==> config.mk <==
export PLATFORM = sky130hd
export DESIGN_NAME = rs_enc_ctrl
export DESIGN_NICKNAME = d
export VERILOG_FILES = /design/src/rtl/rs_enc_ctrl.sv
export SDC_FILE = /design/constraint.sdc
export NUM_CORES = 1
export LEC_CHECK = 0
export CORE_MARGIN = 2
export CORE_UTILIZATION = 40
export CTS_CLUSTER_SIZE = 25
export DETAILED_ROUTE_END_ITERATION = 10
export PLACE_DENSITY = 0.75
export SKIP_CTS_REPAIR_TIMING = 1
export SYNTH_ARGS = -nofsm -noshare
export SYNTH_HDL_FRONTEND = slang
export SYNTH_SLANG_ARGS = --single-unit
==> constraint.sdc <==
create_clock -name clk -period 3.4 [get_ports clk]
set_input_delay 0.68 -clock clk [delete_from_list [all_inputs] [get_ports clk]]
set_output_delay 0.68 -clock clk [all_outputs]
set_load 0.01 [all_outputs]
==> src/rtl/rs_enc_ctrl.sv <==
// Frame sequencer for a GF(32) RS(N,K) systematic encoder: forwards K message
// symbols while feeding the external parity LFSR, then shifts out N-K parity symbols.
module rs_enc_ctrl #(
    parameter int N     = 31,
    parameter int K     = 27,
    parameter int SYM_W = 5
) (
    input  logic             clk,
    input  logic             rst_n,
    input  logic             in_valid,
    input  logic             in_sop,
    input  logic [SYM_W-1:0] in_data,
    output logic             in_ready,
    output logic             out_valid,
    input  logic             out_ready,
    output logic [SYM_W-1:0] out_data,
    output logic             out_sop,
    output logic             out_eop,
    output logic             lfsr_en,
    output logic             lfsr_fb_en,
    output logic [SYM_W-1:0] lfsr_din,
    output logic             lfsr_clr,
    input  logic [SYM_W-1:0] par_sym,
    output logic             busy,
    output logic             err_frame
);

    localparam int CNT_W = $clog2(N + 1);
    localparam logic [CNT_W-1:0] K_LAST = CNT_W'(K);
    localparam logic [CNT_W-1:0] P_LAST = CNT_W'(N - K);

    typedef enum logic [1:0] {IDLE, DATA, PARITY} state_t;

    state_t             state, state_nxt;
    logic [CNT_W-1:0]   cnt, cnt_nxt, cnt_inc;
    logic               slot, acc;
    logic               load, load_sop, load_eop, err_set;
    logic [SYM_W-1:0]   load_data;

    // The output register is free when empty or being drained this cycle.
    assign slot     = !out_valid || out_ready;
    assign in_ready = slot && (state != PARITY);
    assign acc      = in_valid && in_ready;
    assign cnt_inc  = cnt + CNT_W'(1);
    assign lfsr_din = in_data;
    assign busy     = (state != IDLE);

    always_ff @(posedge clk or negedge rst_n) begin
        if (!rst_n) begin
            state <= IDLE;
            cnt   <= '0;
        end else begin
            state <= state_nxt;
            cnt   <= cnt_nxt;
        end
    end

    always_comb begin
        state_nxt = state;
        cnt_nxt   = cnt;
        case (state)
            IDLE: begin
                if (acc && in_sop) begin
                    if (K == 1) begin
                        state_nxt = PARITY;
                        cnt_nxt   = '0;
                    end else begin
                        state_nxt = DATA;
                        cnt_nxt   = CNT_W'(1);
                    end
                end
            end
            DATA: begin
                if (acc) begin
                    if (cnt_inc == K_LAST) begin
                        state_nxt = PARITY;
                        cnt_nxt   = '0;
                    end else begin
                        cnt_nxt = cnt_inc;
                    end
                end
            end
            PARITY: begin
                if (slot) begin
                    if (cnt_inc == P_LAST) begin
                        state_nxt = IDLE;
                        cnt_nxt   = '0;
                    end else begin
                        cnt_nxt = cnt_inc;
                    end
                end
            end
            default: begin
                state_nxt = IDLE;
                cnt_nxt   = '0;
            end
        endcase
    end

    // The LFSR advances exactly once per symbol that enters the output register.
    always_comb begin
        lfsr_en    = 1'b0;
        lfsr_fb_en = 1'b0;
        lfsr_clr   = 1'b0;
        load       = 1'b0;
        load_sop   = 1'b0;
        load_eop   = 1'b0;
        load_data  = in_data;
        err_set    = 1'b0;
        case (state)
            IDLE: begin
                if (acc) begin
                    if (in_sop) begin
                        load       = 1'b1;
                        load_sop   = 1'b1;
                        lfsr_en    = 1'b1;
                        lfsr_fb_en = 1'b1;
                    end else begin
                        err_set = 1'b1;
                    end
                end
            end
            DATA: begin
                if (acc) begin
                    load       = 1'b1;
                    lfsr_en    = 1'b1;
                    lfsr_fb_en = 1'b1;
                end
            end
            PARITY: begin
                if (slot) begin
                    load      = 1'b1;
                    load_data = par_sym;
                    lfsr_en   = 1'b1;
                    if (cnt_inc == P_LAST) begin
                        load_eop = 1'b1;
                        lfsr_clr = 1'b1;
                    end
                end
            end
            default: begin
                load = 1'b0;
            end
        endcase
    end

    always_ff @(posedge clk or negedge rst_n) begin
        if (!rst_n) begin
            out_valid <= 1'b0;
            out_data  <= '0;
            out_sop   <= 1'b0;
            out_eop   <= 1'b0;
            err_frame <= 1'b0;
        end else begin
            if (slot) begin
                out_valid <= load;
                if (load) begin
                    out_data <= load_data;
                    out_sop  <= load_sop;
                    out_eop  <= load_eop;
                end
            end
            err_frame <= err_set;
        end
    end

endmodule
== Yosys cells after proc, flatten, opt, wreduce, memory -nomap -nowiden ==
Cells that the tools add are included.
Widths: inputs -> output; s select.

* Reduce and logical (&&, ||, !) cells: 10
* Eq/ne operators: 10
* Add/sub/neg operators: 1
* Mux-type cells: 27

{| class="wikitable"
|+ Operator list
! operator !! count
|-
| $mux 5 || 6
|-
| $pmux 5 s3 || 1
|-
| $mux 1 || 12
|-
| $ne 2x2->1 const B || 6
|-
| $mux 2 || 5
|-
| $pmux 2 s3 || 1
|-
| $add 5x1->5 const B || 1
|-
| $eq 5x3->1 const B || 1
|-
| $eq 5x5->1 const B || 1
|-
| $reduce_and 5->1 || 1
|-
| $logic_and 1x1->1 || 3
|-
| $pmux 1 s3 || 1
|-
| $reduce_and 3->1 || 1
|-
| $eq 2x1->1 const B || 1
|-
| $eq 2x2->1 const B || 1
|-
| $logic_not 2->1 || 1
|-
| $pmux 1 s2 || 1
|-
| $reduce_and 2->1 || 1
|-
| $reduce_bool 2->1 || 1
|-
| $logic_not 1->1 || 1
|-
| $logic_or 1x1->1 || 1
|}

* Word-level logic and storage cells: 55
* Register bits after elaboration: 16

== Longest topological paths before layout ==
Gate-level depths: netlist of the first run.

* Depth in word-level cells: 7
* Depth in mapped cells: 6

== Least setup slack after synthesis of the first run ==
OpenSTA, ideal clock, no wires.

* Path kind: register -> output
* Start: register cnt[0]
* End: output lfsr_clr
* Required time: 2.720 ns
* Slack: 1.180 ns
* Data arrival time: 1.540 ns
* Path buffers: 0
* Cell stages (with the launch flop): 6
* Path through: dfrtp_1 > ha_1 > or2b_1 > o32ai_1 > and3b_2 > and3_4

* Word-level cells in the longest chain between the ends: 5

{| class="wikitable"
|+ RTL lines
! what !! RTL line !! RTL
|-
| start, declared || 35 || <nowiki>logic [CNT_W-1:0] cnt, cnt_nxt, cnt_inc;</nowiki>
|-
| start signal, assigned || 54 || <nowiki>cnt <= cnt_nxt;</nowiki>
|-
| $add 5x1->5 || 44 || <nowiki>assign cnt_inc = cnt + CNT_W'(1);</nowiki>
|-
| $eq 5x3->1 || 135 || <nowiki>if (cnt_inc == P_LAST) begin</nowiki>
|-
| $mux 1 || 135 ||
|-
| $mux 1 || 131 || <nowiki>if (slot) begin</nowiki>
|-
| $mux 1 || 110 || <nowiki>case (state)</nowiki>
|-
| end, declared || 22 || <nowiki>output logic lfsr_clr,</nowiki>
|}

Every way passes these cells.

== Final worst setup path of the first run ==
Same ends and word-level chain as after synthesis.

==> results of run 1 <==
## cells in the mapped netlist (3+ instances only)
master / number
nor2b_1: 4
nor2_1: 4
inv_1: 3
nand2b_1: 3
ha_1: 3
nand2_1: 13
buf_4: 6
a2bb2oi_1: 3
a21oi_1: 5
dfrtp_1: 16
mux2i_1: 5
o21ai_0: 9
## state kept, by name, summed over array words and instances, names as in the netlist
register   flops
out_data       5
cnt            5
out_eop        1
out_valid      1
err_frame      1
state          2
out_sop        1
## routing by layer
metal	up-vias	global-route usage, %
met5	-	0
met4	0	7.92
met3	4	5.46
met2	30	29.8
met1	444	24.9
li1	453	-
## how the worst max path moves through the flow
| stage | start | end | slack, ns | depth (start not counted) |
|---|---|---|---|---|
| floorplan | cnt[0]$_DFFE_PN0P_ | lfsr_clr | 1.18 | 5 |
| global placement | out_ready | lfsr_fb_en | 0.53 | 5 |
| detailed placement | out_ready | lfsr_fb_en | 0.47 | 5 |
| CTS | cnt[0]$_DFFE_PN0P_ | lfsr_clr | 0.18 | 6 |
| global route | cnt[0]$_DFFE_PN0P_ | lfsr_clr | 0.02 | 6 |
| finish | cnt[0]$_DFFE_PN0P_ | lfsr_clr | 0.20 | 6 |
## critical path, delay by kind of cell, from the launching register on
family | cells | cell delay (ns)
AOI/OAI and AO/OA | 1 | 0.20
adders and majority gates | 1 | 0.29
buffers and inverters | 1 | 0.53
DFF | 1 | 0.48
and+or+nand+nor | 3 | 0.72
## power groups by stage
stage               registers, uW  clock network [uW]  logic, uW
floorplan                     338                   0        380
global placement              353                   0        565
detailed placement            358                   0        578
CTS                           354                 135        581
global route                  370                 143        641
finish                        355                 132        578
## metrics by stage
stage | std cells | area [um2] | hold slack, ns
6_report | 170 | 1380 | 0.493
5_1_grt | 170 | 1380 | 0.519
3_5_place_dp | 166 | 1350 | 0.474
4_1_cts | 170 | 1380 | 0.497
3_3_place_gp | 166 | 1350 | 0.463
2_1_floorplan | 111 | 1030 | 0.384
## final cells by class
cell class | count | share of cell area, %
Clock buffer | 4 | 2.62
Tap cell | 30 | 2.71
Multi-Input combinational cell | 82 | 40.0
Sequential cell | 16 | 28.9
Timing Repair Buffer | 35 | 25.0
Inverter | 3 | 0.814
## logic make-up after synthesis
family	synth area share (%)
and+or+nand+nor	20.2
AOI/OAI and AO/OA	24.2
buffers and inverters	7.30
xor gates and xnor gates	0.852
muxes	4.87
adders and majority gates	3.65
DFF	38.9
==> impl_metrics.toml, run 1 <==
[synthesis]
postSynth.asyncResetShare_pct = 100
synthTopCellsByArea = "dfrtp_1, mux2i_1, nand2_1"
yosys.area.top_type_share_pct = 38.9
yosysTopAreaCell = "dfrtp_1"
synth_flop_cell = "dfrtp_1"
synth-seq-area-share_pct = 38.9
synth_nets = 129
ys_ff_latch = 16
synthCells = 111
synth_edf_count = 0
ys_warn_count = 0
yosys.cell_types.count = 42
syn_area_mm2 = 0.00103
syn_area_per_cell_um2 = 9.27

[placement]
place_hpwl_um = 1760
port_buffers = 33
dp_slack_ns = 0.469
gp_congestion = 0.862

[power_and_ir_drop]
combPwrFrac_pct = 54.3
p_int_uw = 627
p_leak_uw = 0.000581
swShare_pct = 41.1
power_uw = 1060
pwr-share-clk_pct = 12.4
powerDensity_mw_per_mm2 = 769
p_seq_share_pct = 33.3
ir_worst_vdd_v = 0.000500
p_switching_uw = 437

[setup_path]
slowest_delay_ns = 0.53
crit_type = "flop to output pin"
end_kind = "output pin"
worst_setup_path_start_kind = "flop"
reg2reg_from = "cnt[0]$_DFFE_PN0P_"
required_ns = 2.72
worstRegToRegCells = 6
cp_cell_sequence = "ha_1, or2b_1, o32ai_1, and3b_2, and3_4, clkdlybuf4s50_1"
cp_max_fo = 8
reg2reg_to = "state[1]$_DFFE_PN0P_"
cp.arrival_ns = 2.52
reg2reg_slack_ns = 1.53
cp_slowest_cell = "clkdlybuf4s50_1"

[sta]
finalHoldViolCount = 0
post-route-period-util_pct = 94.1
finalSetupTns_ns = 0
setup_violations = 0
slew_headroom_pct = 50.1
skew_ns = 0.00565
fmax_mhz = 312
finalCriticalPeriod_ns = 3.20
grt_setup_unrepaired = "no"
drv_slew = 0
tightest_slew_ns = 0.746
fin_ws_ns = 0.199

[cts]
clk_pin_slew_worst_paths_ns = 0.10
clk_latency_ns = 0.29
clock_path_buffers = 2
clkSinkCount = 16
numCtsBuffers = 3
cts_tree = "built"
h-tree-depth = 1
cts_root_buf = "clkbuf_4"

[route]
vias = 931
routed.top_layer = "met4"
met2_length_um = 1140
wirelength_um = 2410
routed_via_density = 5.48
met1Wirelength_um = 1090
drc = 0
wl_met3_um = 151
first_pass_iters = 4
drt_iter0_drc = 11
ant_nets = 0
wire_per_inst_um = 14.2

[final_layout]
antenna_cells = 0
drive_gt1_share_pct = 10.0
layout_commonest_cell = "clkdlybuf4s50_1"
regArea_um2 = 400
nets = 159
fillers = 223
area_growth_pct = 34.6
final_cell_mix = "clkdlybuf4s50_1, dfrtp_1, nand2_1, o21ai_0"
final_util_pct = 56.4
multi_input_area_um2 = 553

[die]
core_mm2 = 0.00245
initial_utilization_pct = 41.9
fp.dieArea_mm2 = 0.00299
fp.dieW_um = 54.7
io_pins = 34
row_count = 18
die_y_um = 54.7

[global_routing]
grt_max_degree = 17
grt_first_pass_wirelength_um = 4090
grt_pass1_vias = 906
grt_overflow = 0
antenna_found_initial = 0
track_usage_pct = 19.2

[status]
status = "completed"

[min_path]
min_from = "out_data[0]$_DFFE_PN0P_"
hold_depth = 2
min_to = "out_data[0]$_DFFE_PN0P_"
hold_class = "flop to flop"

[job]
drv_cap = 0
(Power assumes the default switching activity.)
==> run 2: changes to the inputs <==
Settings changed: CTS_CLUSTER_SIZE 25 to 40, PLACE_DENSITY 0.75 to 0.71.
==> run 2 against run 1 <==
Clock power fell by 24%. Largest power group unchanged. Die area did not move. Critical path type unchanged. Non-clock buffer count did not move. Clock-buffer cell count fell by 1.
==> impl_metrics.toml, run 2 (synthesized netlist as in run 1, its figures left out) <==
[sta]
fmax_mhz = 312
setup_violations = 0
finalHoldViolCount = 0
hold_slack_ns = 0.480
skew_ns = 0.0123
finalCriticalPeriod_ns = 3.21
drv_slew = 0
tightest_slew_ns = 0.732
grt_setup_unrepaired = "no"
finalSetupTns_ns = 0
post-route-period-util_pct = 94.3
slew_headroom_pct = 51.0

[cts]
h-tree-depth = 1
numCtsBuffers = 3
clkSinkCount = 16
clk_pin_slew_worst_paths_ns = 0.10
clock_path_buffers = 2
cts_root_buf = "clkbuf_4"
clk_latency_ns = 0.29
cts_tree = "built"

[route]
vias = 916
ant_nets = 0
first_pass_iters = 5
routed_via_density = 5.42
drc = 0
wire_per_inst_um = 13.6
drt_iter0_drc = 6
wirelength_um = 2300

[power_and_ir_drop]
p_leak_uw = 0.000574
combPwrFrac_pct = 55.8
swShare_pct = 41.4
p_switching_uw = 426
p_int_uw = 604
powerDensity_mw_per_mm2 = 751
p_seq_share_pct = 34.5
ir_worst_vdd_v = 0.000460
pwr-share-clk_pct = 9.7

[final_layout]
fillers = 227
reg_top3 = "cnt (5), out_data (5), state (2)"
area_growth_pct = 33.2
nets = 159
layout_commonest_cell = "clkdlybuf4s50_1"
drive_gt1_share_pct = 9.35
antenna_cells = 0
final_cell_mix = "clkdlybuf4s50_1, dfrtp_1, nand2_1, o21ai_0"

[global_routing]
track_usage_pct = 17.6
grt_first_pass_wirelength_um = 3710
grt_overflow = 0
antenna_found_initial = 0
grt_pass1_vias = 801
grt_max_degree = 17

[placement]
port_buffers = 33
place_hpwl_um = 1780
gp_congestion = 0.769

[die]
die_y_um = 54.7
io_pins = 34
core_mm2 = 0.00245
fp.dieW_um = 54.7
initial_utilization_pct = 41.9
fp.dieArea_mm2 = 0.00299
row_count = 18

[status]
status = "completed"

[setup_path]
worst_setup_path_start_kind = "flop"
required_ns = 2.72
cp_slowest_cell = "clkdlybuf4s50_1"
cp.arrival_ns = 2.53
cp_max_fo = 8
cp_num_buf_inv = 1
end_kind = "output pin"
cp_cell_sequence = "ha_1, or2b_1, o32ai_1, and3b_2, and3_4, clkdlybuf4s50_1"
slowest_delay_ns = 0.54
crit_family = "simple AND/OR/NAND/NOR gates"
crit_type = "flop to output pin"

[job]
drv_cap = 0

[min_path]
hold_class = "flop to flop"
==> run 2: stage by stage <==
step | setup WS [ns] | instances | area [um2] | util, % | total power, uW
6_report | 0.193 | 169 | 1370 | 55.8 | 1030
5_1_grt | 0.103 | 169 | 1370 | 55.8 | 1120
4_1_cts | 0.217 | 169 | 1370 | 55.8 | 1040
3_5_place_dp | 0.492 | 166 | 1350 | 54.9 | 937
3_3_place_gp | 0.533 | 166 | 1350 | 54.9 | 921
2_1_floorplan | 1.18 | 111 | 1030 | - | 718
==> run 2: area by class of cell <==
type,count,area (um2),area share (%)
Timing Repair Buffer,35,345,25.2
Tap cell,30,37.5,2.74
Clock buffer,3,22.5,1.64
Inverter,3,11.3,0.822
Multi-Input combinational cell,82,553,40.4
Sequential cell,16,400,29.2
==> run 2: path summary, 6_finish.rpt <==
path                       depth (start not counted)                 from  slack [ns]                      end
min in group asynchronous                          1                rst_n        0.82     state[1]$_DFFE_PN0P_
max                                                6   cnt[0]$_DFFE_PN0P_        0.19                 lfsr_clr
min reg2reg                                        1  out_eop$_DFFE_PN0P_        0.48      out_eop$_DFFE_PN0P_
max in group asynchronous                          1                rst_n        2.11  out_data[0]$_DFFE_PN0P_
min                                                1  out_eop$_DFFE_PN0P_        0.48      out_eop$_DFFE_PN0P_
max reg2reg                                        6   cnt[0]$_DFFE_PN0P_        1.53     state[1]$_DFFE_PN0P_
==> run 2: power by group through the flow <==
stage                     sequential (uW)  clock [uW]  combinational (uW)
after floorplan                       338           0                 380
after global placement                353           0                 568
after detailed placement              358           0                 578
after CTS                             354         106                 581
after global routing                  368         118                 634
final                                 355         100                 574
==> run 2: routing by layer <==
layer / track usage (%) / wire length (um) / vias up / part of all wire (%)
met1: 22.6 / 1020 / 422 / 44
met4: 3.75 / 29 / 0 / 1.3
met5: 0 / 0 / - / 0
li1: - / - / 459 / -
met3: 7.38 / 145 / 4 / 6.3
met2: 27.6 / 1100 / 31 / 48
